**config.mk**
```make
export PLATFORM = sky130hd
export DESIGN_NAME = alu_exec_stage
export DESIGN_NICKNAME = d
export VERILOG_FILES = /design/src/rtl/alu_exec_stage.sv
export SDC_FILE = /design/constraint.sdc
export NUM_CORES = 1
export LEC_CHECK = 0
export CELL_PAD_IN_SITES_DETAIL_PLACEMENT = 0
export CELL_PAD_IN_SITES_GLOBAL_PLACEMENT = 2
export CORE_AREA = 4 4 147 149
export DETAILED_ROUTE_END_ITERATION = 8
export DIE_AREA = 0 0 151 153
export GPL_TIMING_DRIVEN = 0
export PLACE_DENSITY_LB_ADDON = 0.1
export SLEW_MARGIN = 20
export SYNTH_ARGS = -nofsm -noshare
export SYNTH_HDL_FRONTEND = slang
export SYNTH_SLANG_ARGS = --single-unit
```
**constraint.sdc**
```tcl
create_clock -name clk -period 2.4 [get_ports clk]
set_input_delay 0.48 -clock clk [delete_from_list [all_inputs] [get_ports clk]]
set_output_delay 0.48 -clock clk [all_outputs]
set_load 0.01 [all_outputs]
```
**src/rtl/alu_exec_stage.sv**
```systemverilog
// ============================================================================
//  Module   : alu_exec_stage
//  Brief    : ALU execute stage (add/and/or/sub) with a 2-entry in-order
//             valid/ready result buffer. Optional macro ALU_EXEC_OVF_EN
//             enables signed-overflow reporting on the ovf output.
//  Revision : 1.0  initial release
// ============================================================================
`default_nettype none

module alu_exec_stage #(
    parameter int WIDTH = 32
) (
    input  logic             clk,
    input  logic             rst,
    input  logic             in_valid,
    output logic             in_ready,
    input  logic [1:0]       alu_ctl,
    input  logic [WIDTH-1:0] op_a,
    input  logic [WIDTH-1:0] op_b,
    output logic             out_valid,
    input  logic             out_ready,
    output logic [WIDTH-1:0] result,
    output logic             zero,
    output logic             ovf
);

    localparam int c_MSB = WIDTH - 1;

    typedef enum logic [1:0] {
        EMPTY = 2'd0,
        ONE   = 2'd1,
        TWO   = 2'd2
    } state_t;

    state_t           r_state;
    logic             r_in_ready;
    logic             r_out_valid;
    logic [WIDTH-1:0] r_head_res;
    logic             r_head_zero;
    logic             r_head_ovf;
    logic [WIDTH-1:0] r_tail_res;
    logic             r_tail_zero;
    logic             r_tail_ovf;

    logic [WIDTH-1:0] w_sum;
    logic [WIDTH-1:0] w_diff;
    logic [WIDTH-1:0] w_res;
    logic             w_ovf;
    logic             w_zero;
    logic             w_push;
    logic             w_pop;

    assign w_push = in_valid & r_in_ready;
    assign w_pop  = r_out_valid & out_ready;

    always_comb begin
        w_sum  = op_a + op_b;
        w_diff = op_a - op_b;
        w_res  = '0;
        w_ovf  = 1'b0;
        case (alu_ctl)
            2'b00:   w_res = w_sum;
            2'b01:   w_res = op_a & op_b;
            2'b10:   w_res = op_a | op_b;
            default: w_res = w_diff;
        endcase
`ifdef ALU_EXEC_OVF_EN
        case (alu_ctl)
            2'b00:   w_ovf = (op_a[c_MSB] == op_b[c_MSB]) && (w_sum[c_MSB] != op_a[c_MSB]);
            2'b11:   w_ovf = (op_a[c_MSB] != op_b[c_MSB]) && (w_diff[c_MSB] != op_a[c_MSB]);
            default: w_ovf = 1'b0;
        endcase
`endif
        w_zero = (w_res == '0);
    end

    // Head registers are cleared whenever the buffer drains, so the outputs read 0 while empty.
    always_ff @(posedge clk or posedge rst) begin
        if (rst) begin
            r_state     <= EMPTY;
            r_in_ready  <= 1'b1;
            r_out_valid <= 1'b0;
            r_head_res  <= '0;
            r_head_zero <= 1'b0;
            r_head_ovf  <= 1'b0;
            r_tail_res  <= '0;
            r_tail_zero <= 1'b0;
            r_tail_ovf  <= 1'b0;
        end else begin
            case (r_state)
                EMPTY: begin
                    if (w_push) begin
                        r_head_res  <= w_res;
                        r_head_zero <= w_zero;
                        r_head_ovf  <= w_ovf;
                        r_state     <= ONE;
                        r_out_valid <= 1'b1;
                    end
                end
                ONE: begin
                    if (w_push && w_pop) begin
                        r_head_res  <= w_res;
                        r_head_zero <= w_zero;
                        r_head_ovf  <= w_ovf;
                    end else if (w_push) begin
                        r_tail_res  <= w_res;
                        r_tail_zero <= w_zero;
                        r_tail_ovf  <= w_ovf;
                        r_state     <= TWO;
                        r_in_ready  <= 1'b0;
                    end else if (w_pop) begin
                        r_head_res  <= '0;
                        r_head_zero <= 1'b0;
                        r_head_ovf  <= 1'b0;
                        r_state     <= EMPTY;
                        r_out_valid <= 1'b0;
                    end
                end
                TWO: begin
                    if (w_pop) begin
                        r_head_res  <= r_tail_res;
                        r_head_zero <= r_tail_zero;
                        r_head_ovf  <= r_tail_ovf;
                        r_tail_res  <= '0;
                        r_tail_zero <= 1'b0;
                        r_tail_ovf  <= 1'b0;
                        r_state     <= ONE;
                        r_in_ready  <= 1'b1;
                    end
                end
                default: begin
                    r_state     <= EMPTY;
                    r_in_ready  <= 1'b1;
                    r_out_valid <= 1'b0;
                    r_head_res  <= '0;
                    r_head_zero <= 1'b0;
                    r_head_ovf  <= 1'b0;
                end
            endcase
        end
    end

    assign in_ready  = r_in_ready;
    assign out_valid = r_out_valid;
    assign result    = r_head_res;
    assign zero      = r_head_zero;
    assign ovf       = r_head_ovf;

endmodule

`default_nettype wire

```
==> flow_summary.ini, run 1 <==
[worst_setup_path]
cp.arrival_ns = 4.28
cpLargestDelayFamily = simple AND/OR/NAND/NOR gates
critPathMaxStageDelay_ns = 0.39
crit_top_cell = buf_4
critical_path_buf_inv_count = 5
crit_chain = clkdlybuf4s15_2 > nor2_2 > buf_4 > buf_4 > and4_4 > nor3b_4 > buf_4 > nor2_1 > xnor2_2 > ha_4 > nand2_4 > buf_4 > o21ai_2 > nand2_1 > nand2_2 > or3_4 > a31o_4 > or3_4 > nor4_4 > nand4_1 > o31ai_2
slowest_stage = or3_4
r2r_cells = 6
crit_type = primary input to flip-flop
cp_max_fo = 5
cp.depth = 21
end_kind = flip-flop
cp.required_ns = 2.64
cp-start-kind = primary input

[route]
vias = 7168
first_iter_violations = 370
drt-met1-wl_um = 11800
antenna_left = 0
drc_errors = 0
via_per_inst = 5.42
top_layer = met4
wl_met3_um = 948
drt_pass1_iterations = 7
dr_wl_met2_um = 11300
wl_per_cell_um = 18.5
routed_wl_um = 24400

[pwr]
p_seq_frac = 0.225
p_sw_mw = 1.99
p_int_mw = 3.26
cellPowerDensity_nw_per_um2 = 489
clockPowerShare = 0.228
p_leak_nw = 4.52
switching_share = 0.380
peakVddDrop_uv = 240
power.total_mw = 5.25
combPwrFrac = 0.547

[timing]
finalSetupTns_ns = -50.28
clock_skew_ns = 0.00520
setup_ws_ns = -1.65
hold_ws_ns = 0.477
tightestPinTransition_ns = 0.773
setup_viol = 54
fmax_ghz = 0.247
hold_viol = 0
fin_crit_sh = 1.69
rsz0062_at_grt = true
slew_headroom = 0.485
period_needed_ns = 4.05
maxSlewViolCount = 0

[yosys]
yosys.area_share.adder = 0.0832
synth_top_family_by_area = compound AO/OA/AOI/OAI gates
synth_nets = 928
synth_xor_area_frac = 0.0724
synth_simple_gate_area_frac = 0.179
synth_area_um2 = 6410
synth_cells = 816
yosys-mux-area-fraction = 0.00664
async_reset_ff_frac = 1.00
synth.distinct_cells = 70
synth_ff_type = dfrtp_1
ys_ff_latch = 70
synth_edf_count = 0
synth-warning-count = 0
syn_avg_cell_area_um2 = 7.85
synth-seq-area-share = 0.274
synth_compound_area_frac = 0.336

[clock_network]
cts_tree = yes
htree_num_levels = 3
cts.sink_count = 70
root_buffer = clkbuf_16
clkTransAtPathRegs_ns = 0.05
cts_buffers = 9
clkLatencyLatePin_ns = 0.33
clockBufferDepth = 2

[floorplan]
die_height_um = 153
coreArea_um2 = 20200
die_x_um = 151
initial_utilization = 0.318
row_count = 52
dieArea_um2 = 23100
ios = 106

[final_layout]
fin_cells = 1322
drive_gt1_frac = 0.400
final_util = 0.532
num_antenna_cells = 0
syn_to_final_growth_pct = 67.5
fin_nets = 1159
fin_area_um2 = 10700

[flow_run]
maxCapViolCount = 0

[outcome]
status = complete, but fails checks
violations = negative setup slack

[hold_path]
hold_class = flip-flop to flip-flop
hold_depth = 2

[place]
dp.cells = 1191
dp_hpwl_um = 18500
gp_routability_congestion = 0.880
port_buffers = 104
pre_cts_ws_ns = -2.93
place_area_um2 = 8170

[global_route]
grt_max_degree = 38
grt_overflow = 0
antenna_found_initial = 0
grt_pass1_vias = 7135
track_usage = 0.204
grt_pass1_wl_um = 38200
[layout by cell type (no fill, tap or decap), types with 7 or more instances in the layout]
cell type	synthesis	final
ha_1	41	21
clkdlybuf4s50_1	0	85
a21oi_1	82	34
a221oi_1	20	16
a21oi_4	0	17
a22oi_1	30	14
buf_2	7	11
nand2_1	96	79
nand2_2	0	11
a21o_1	33	33
ha_4	0	14
nor3_2	0	8
o21ai_1	1	36
buf_4	2	90
clkbuf_16	0	9
nor3_1	26	14
nor2_2	0	7
clkbuf_1	33	17
xnor2_2	0	8
nor2_1	61	43
buf_6	2	41
nand4_1	9	9
xor2_1	38	31
o21ai_0	73	15
xnor2_1	15	7
nor2_4	0	11
inv_1	23	16
a22oi_2	0	16
dfrtp_1	69	69
nand3_1	11	10
clkbuf_2	0	8
a22o_1	28	28
a21oi_2	2	33
xor2_2	0	7
o21ai_2	2	20
[power by group through the flow]
stage | clock network, mW | registers (mW) | logic, mW
after floorplan | 0 | 1.20 | 1.22
after global routing | 1.27 | 1.18 | 3.06
after CTS | 1.22 | 1.18 | 2.53
final | 1.20 | 1.18 | 2.87
after global placement | 0 | 1.20 | 1.77
after detailed placement | 0 | 1.20 | 1.78
[cells in the mapped netlist (all sizes together) (3+ instances only)]
cell type   n  area [um2]
nand2b      5        31.3
nand3      11        55.1
a31oi       9        56.3
o211ai      5        37.5
a221oi     20         175
o21ai      76         388
nor3b       3        22.5
ha         41         513
o21a        8        60.1
xnor2      15         131
and3        5        31.3
nor2       61         229
o2111ai     3        26.3
nor3       26         130
and2        4        25.0
o31ai       3        27.5
inv        23        86.3
nor2b       4        32.5
a211oi      3        22.5
nor4        8        50.1
a21oi      84         428
a21o       33         248
dfrtp      69        1730
nand2      96         360
nand4       9        56.3
clkbuf     33         124
a22oi      30         225
a22o       29         255
xor2       38         333
buf        18        98.8
or3         5        32.5
[routing by layer]
metal | GRT usage | vias up
li1 | - | 3494
met1 | 0.299 | 3481
met2 | 0.324 | 168
met3 | 0.0192 | 25
met4 | 0.0514 | 0
met5 | 0 | -
[registers in the layout, indices dropped and copies added, names as in the netlist]
signal,cells
r_tail_res,32
result,32
zero,1
in_ready,1
r_tail_zero,1
out_valid,1
r_state,2
[logic make-up after synthesis]
| logic type | after synthesis |
|---|---|
| multiplexers | 4 |
| flip-flops | 70 |
| AO/OA/AOI/OAI | 325 |
| other | 1 |
| AND/OR/NAND/NOR | 247 |
| XOR/XNOR | 53 |
| adder cells (fa/ha/maj) | 42 |
| buffers and inverters | 74 |
[what timing repair did]
item                                    in CTS  in global routing
hold buffers                                 0                  0
setup buffers                              101                 34
resized for setup                          307                121
endpoints found under the setup margin      66                 64
pin swaps                                  123                 86
hold endpoints to repair                     0                  0
[worst reg2reg max path, cell delays in order, from the launching register on]
cell and delay, ns:
dfrtp_1 0.32, clkbuf_1 0.41, nor2_2 0.14, and3_1 0.29, a21oi_2 0.30, clkbuf_1 0.44, a22o_1 0.23
[cell type report]
cell class,instances,area [um2]
fill,1842,9430
multi-input combinational,672,5880
timing repair buffer,226,2110
sequential,70,1750
tap,270,338
buffer,45,273
clock buffer,11,243
inverter,23,119
clock inverter,5,25.0
[final timing paths]
path	slack, ns	from	end
min in group asynchronous	0.53	rst	result[4]
hold / removal	0.48	r_tail_res[0]	r_tail_res[0]
setup reg to reg	0.20	r_state[1]	r_tail_res[18]
hold reg to reg	0.48	r_tail_res[0]	r_tail_res[0]
max in group asynchronous	1.33	rst	r_tail_res[22]
setup / recovery	-1.65	op_b[3]	zero
Power figures use the tool's default switching activity.
==> run 2, diff against run 1 <==
--- a/config.mk
+++ b/config.mk
@@ -7,9 +7,9 @@
 export LEC_CHECK = 0
 export CELL_PAD_IN_SITES_DETAIL_PLACEMENT = 0
 export CELL_PAD_IN_SITES_GLOBAL_PLACEMENT = 2
-export CORE_AREA = 4 4 147 149
+export CORE_AREA = 2 2 145 147
 export DETAILED_ROUTE_END_ITERATION = 8
-export DIE_AREA = 0 0 151 153
+export DIE_AREA = 0 0 147 149
 export GPL_TIMING_DRIVEN = 0
 export PLACE_DENSITY_LB_ADDON = 0.1
 export SLEW_MARGIN = 20
==> flow_summary.ini, run 2 (synthesis results as in run 1) <==
[place]
place_area_um2 = 8180
dp.cells = 1196
port_buffers = 104
dp_hpwl_um = 18500
gp_routability_congestion = 0.852

[worst_setup_path]
crit_type = primary input to flip-flop
crit_chain = buf_12 > clkinv_8 > ha_4 > nand2b_4 > nor4b_4 > nand2_2 > nor2_4 > nor4bb_4 > buf_4 > a31oi_4 > xor2_1 > ha_1 > buf_8 > a21o_1 > a211o_1 > nor3_2 > a21oi_2 > xnor2_2 > o21ai_2 > nor3b_2 > nand4_1 > o31ai_2
end_kind = flip-flop
critPathMaxStageDelay_ns = 0.38
ff2ff_setup_slack_ns = 0.15
slowest_stage = nor4bb_4
timing.rr.end = result[21]
cp-start-kind = primary input
cp_max_fo = 5
r2r_cells = 6
worstReg2RegStart = r_state[1]
cp.required_ns = 2.64
cp.arrival_ns = 4.38

[route]
via_per_inst = 5.35
vias = 7034
antenna_left = 0
routed_wl_um = 24100
drt_pass1_iterations = 5
drc_errors = 0
first_iter_violations = 360
wl_per_cell_um = 18.3

[pwr]
p_leak_nw = 4.49
cellPowerDensity_nw_per_um2 = 515
peakVddDrop_uv = 260
power.total_mw = 5.45

[timing]
period_needed_ns = 4.14
slew_headroom = 0.496
fmax_ghz = 0.241
rsz0062_at_grt = true
hold_viol = 0
setup_viol = 55
setup_ws_ns = -1.74
maxSlewViolCount = 0
tightestPinTransition_ns = 0.749
fin_crit_sh = 1.73
clock_skew_ns = 0.00584

[floorplan]
coreArea_um2 = 20600
dieArea_um2 = 21900
die_height_um = 149
ios = 106
initial_utilization = 0.312
die_x_um = 147
row_count = 53

[final_layout]
num_antenna_cells = 0
mostFrequentLayoutCells = 92 x buf_4, 86 x clkdlybuf4s50_1, 81 x nand2_1
drive_gt1_frac = 0.385
fin_area_um2 = 10600
fin_cells = 1315
syn_to_final_growth_pct = 65.1
fin_nets = 1148
final_util = 0.515
n_fill_cell = 1936
final_common_cell = buf_4

[clock_network]
root_buffer = clkbuf_16
clkTransAtPathRegs_ns = 0.06
clkLatencyLatePin_ns = 0.33
cts.sink_count = 70
cts_tree = yes
clockBufferDepth = 2
htree_num_levels = 3
cts_buffers = 9
postCtsHoldBufs = 0

[global_route]
grt_max_degree = 51
grt_pass1_wl_um = 36900
grt_pass1_vias = 6741
track_usage = 0.211
grt_overflow = 0
antenna_found_initial = 0

[hold_path]
hold_class = primary input to asynchronous set/reset pin

[outcome]
violations = negative setup slack
status = complete, but fails checks

[flow_run]
maxCapViolCount = 0
==> run 2: cell types whose count changed in the layout (fill, tap and decap cells not counted), moves of 3 or more <==
cell / delta
o21ai_2: -3
a31oi_1: +4
buf_6: -18
a31oi_4: -4
bufinv_16: +3
clkinv_2: -4
clkbuf_2: +6
a21oi_4: -3
==> run 2: critical path: cells and delay by family <==
kind,cells,cell delay (ns)
AOI/OAI and AO/OA,6,1.08
xor gates and xnor gates,2,0.32
adders and majority gates,2,0.45
and+or+nand+nor,8,1.57
buffers and inverters,4,0.48
==> run 2: report_power, final <==
group          switching, mW  internal (mW)
registers                  0           1.18
clock network          0.504           1.01
logic                   1.47           1.28
total                   1.98           3.47
==> run 2: routing by layer <==
| layer | up-vias | wire length (um) | track usage |
|---|---|---|---|
| li1 | 3469 | - | - |
| met1 | 3370 | 11800 | 0.309 |
| met2 | 169 | 11000 | 0.331 |
| met3 | 26 | 823 | 0.0245 |
| met4 | 0 | 449 | 0.0591 |
| met5 | - | 0 | 0 |
==> run 2: metrics by stage <==
step	TNS [ns]	hold slack, ns	worst slack, ns
2_1_floorplan	-34.89	0.444	-1.54
3_3_place_gp	-183.70	0.462	-3.00
3_5_place_dp	-115.42	0.470	-3.04
4_1_cts	-47.40	0.458	-1.76
5_1_grt	-56.02	0.498	-1.92
6_report	-49.22	0.457	-1.74
==> run 2: worst max path at each step <==
stage	to	slack [ns]	start	cells after the start
after floorplan	zero	-1.54	op_b[1]	19
after CTS	zero	-1.76	op_b[0]	22
after global placement	zero	-3.00	op_b[1]	20
after detailed placement	zero	-3.04	op_b[1]	20
after global routing	zero	-1.92	op_b[0]	22
final	zero	-1.74	op_b[0]	22
==> run 2: area by class of cell <==
cell class,instances,area [um2],area share
multi-input combinational,672,5790,0.547
timing repair buffer,213,1940,0.183
sequential,70,1750,0.166
tap,275,344,0.0325
buffer,47,297,0.0280
clock buffer,9,225,0.0213
inverter,23,121,0.0115
clock inverter,6,111,0.0105
==> run 2: timing repair <==
| action | in CTS | in global routing |
|---|---|---|
| setup endpoints to repair | 66 | 64 |
| buffers inserted | 57 | 52 |
| resized for setup | 218 | 156 |
| pin swaps | 86 | 80 |
==> run 3, diff against run 2 <==
--- a/config.mk
+++ b/config.mk
@@ -5,11 +5,11 @@
 export SDC_FILE = /design/constraint.sdc
 export NUM_CORES = 1
 export LEC_CHECK = 0
-export CELL_PAD_IN_SITES_DETAIL_PLACEMENT = 0
-export CELL_PAD_IN_SITES_GLOBAL_PLACEMENT = 2
-export CORE_AREA = 2 2 145 147
+export CELL_PAD_IN_SITES_DETAIL_PLACEMENT = 1
+export CELL_PAD_IN_SITES_GLOBAL_PLACEMENT = 1
+export CORE_AREA = 2 2 130 132
 export DETAILED_ROUTE_END_ITERATION = 8
-export DIE_AREA = 0 0 147 149
+export DIE_AREA = 0 0 132 134
 export GPL_TIMING_DRIVEN = 0
 export PLACE_DENSITY_LB_ADDON = 0.1
 export SLEW_MARGIN = 20
==> flow_summary.ini, run 3 (synthesis results as in run 1) <==
[global_route]
grt_pass1_wl_um = 43000
grt_overflow = 0
antenna_found_initial = 0
grt_pass1_vias = 8116
grt_max_degree = 54
track_usage = 0.304

[worst_setup_path]
cp-start-kind = primary input
cp.required_ns = 2.64
cp.arrival_ns = 4.57
cp_max_fo = 4
r2r_cells = 6
timing.rr.end = r_tail_res[27]
end_kind = flip-flop
ff2ff_setup_slack_ns = 0.08
worstReg2RegStart = r_state[1]
crit_type = primary input to flip-flop

[place]
place_area_um2 = 8110
gp_routability_congestion = 0.917
port_buffers = 104
dp_hpwl_um = 19300

[floorplan]
dieArea_um2 = 17700
coreArea_um2 = 16300
initial_utilization = 0.393
row_count = 47
die_x_um = 132
ios = 106
die_height_um = 134

[route]
drc_errors = 0
wl_per_cell_um = 26.7
routed_wl_um = 34200
antenna_left = 0
via_per_inst = 6.48
first_iter_violations = 710
drt_pass1_iterations = 5
vias = 8293

[clock_network]
postCtsHoldBufs = 0
cts.sink_count = 70
cts_buffers = 9
clkTransAtPathRegs_ns = 0.06
root_buffer = clkbuf_16
cts_tree = yes
htree_num_levels = 3
clockBufferDepth = 2
clkLatencyLatePin_ns = 0.34

[timing]
maxSlewViolCount = 0
setup_viol = 59
fmax_ghz = 0.231
setup_ws_ns = -1.93
tightestPinTransition_ns = 0.748
fin_crit_sh = 1.80
hold_ws_ns = 0.457
period_needed_ns = 4.33
finalSetupTns_ns = -62.17
rsz0062_at_grt = true
slew_headroom = 0.498
clock_skew_ns = 0.00468
hold_viol = 0

[final_layout]
syn_to_final_growth_pct = 69.1
final_util = 0.665
num_antenna_cells = 0
drive_gt1_frac = 0.410
mostFrequentLayoutCells = 95 x buf_4, 86 x clkdlybuf4s50_1, 83 x nand2_1
fin_nets = 1167
fin_area_um2 = 10800
final_common_cell = buf_4

[hold_path]
hold_class = primary input to asynchronous set/reset pin

[outcome]
status = complete, but fails checks
violations = negative setup slack

[flow_run]
maxCapViolCount = 0

[pwr]
p_leak_nw = 4.60
peakVddDrop_uv = 336
cellPowerDensity_nw_per_um2 = 528
==> run 3: cell count changes in the layout (fill, tap and decap cells not counted), moves of 6 or more <==
| cell | before | now |
|---|---|---|
| a22oi_1 | 15 | 8 |
| a22oi_2 | 15 | 22 |
| buf_6 | 23 | 39 |
| nand2_2 | 10 | 4 |
| o21ai_2 | 17 | 23 |
==> run 3: what timing repair did <==
item / 4_1_cts / 5_1_grt
cloned: 0 / 0
setup endpoints to repair: 66 / 64
pin swaps: 102 / 98
buffers inserted: 85 / 47
hold endpoints to repair: 0 / 0
resized for setup: 281 / 154
==> run 3: final cells by class <==
type	count	area, um2
multi-input combinational	672	5960
fill	1801	5450
timing repair buffer	233	2150
sequential	70	1750
buffer	46	298
tap	220	275
clock buffer	11	253
inverter	23	121
clock inverter	4	22.5
==> run 3: metal layers <==
layer	global-route usage	up-vias	share of wire
met5	0	-	0
met4	0.104	0	0.061
met3	0.0446	164	0.062
met2	0.537	469	0.50
met1	0.379	4161	0.38
li1	-	3499	-
==> run 3: stage by stage <==
| stage | setup slack (ns) | std cells | power (mW) |
|---|---|---|---|
| floorplan | -1.54 | 816 | 2.42 |
| global route | -2.06 | 1279 | 5.87 |
| global placement | -2.91 | 1140 | 2.94 |
| finish | -1.93 | 1279 | 5.72 |
| detailed placement | -2.99 | 1141 | 3.00 |
| CTS | -1.69 | 1239 | 4.90 |
==> run 3: how the worst max path moves through the flow <==
| stage | start | end |
|---|---|---|
| finish | op_b[0] | zero |
| CTS | op_b[0] | zero |
| global placement | op_b[1] | zero |
| floorplan | op_b[1] | zero |
| global route | op_b[1] | zero |
| detailed placement | op_b[1] | zero |
==> run 3: power breakdown <==
part	switching (mW)	internal (mW)
logic	1.84	1.45
clock network	0.512	0.744
registers	0	1.18
==> run 3: worst max-delay path, cell delays in order <==
cell and delay, ns:
buf_12 0.11, clkinv_8 0.04, ha_4 0.15, nand2b_4 0.07, nor4b_4 0.30, nand2_2 0.20
buf_6 0.16, nor2_4 0.10, nor2_2 0.06, xor2_2 0.16, ha_4 0.31, buf_6 0.12
nand4_1 0.14, o221a_2 0.30, and2_4 0.20, xor2_4 0.22, a21oi_4 0.10, or4_4 0.58
nor4_4 0.29, nand4_1 0.22, o31ai_2 0.26
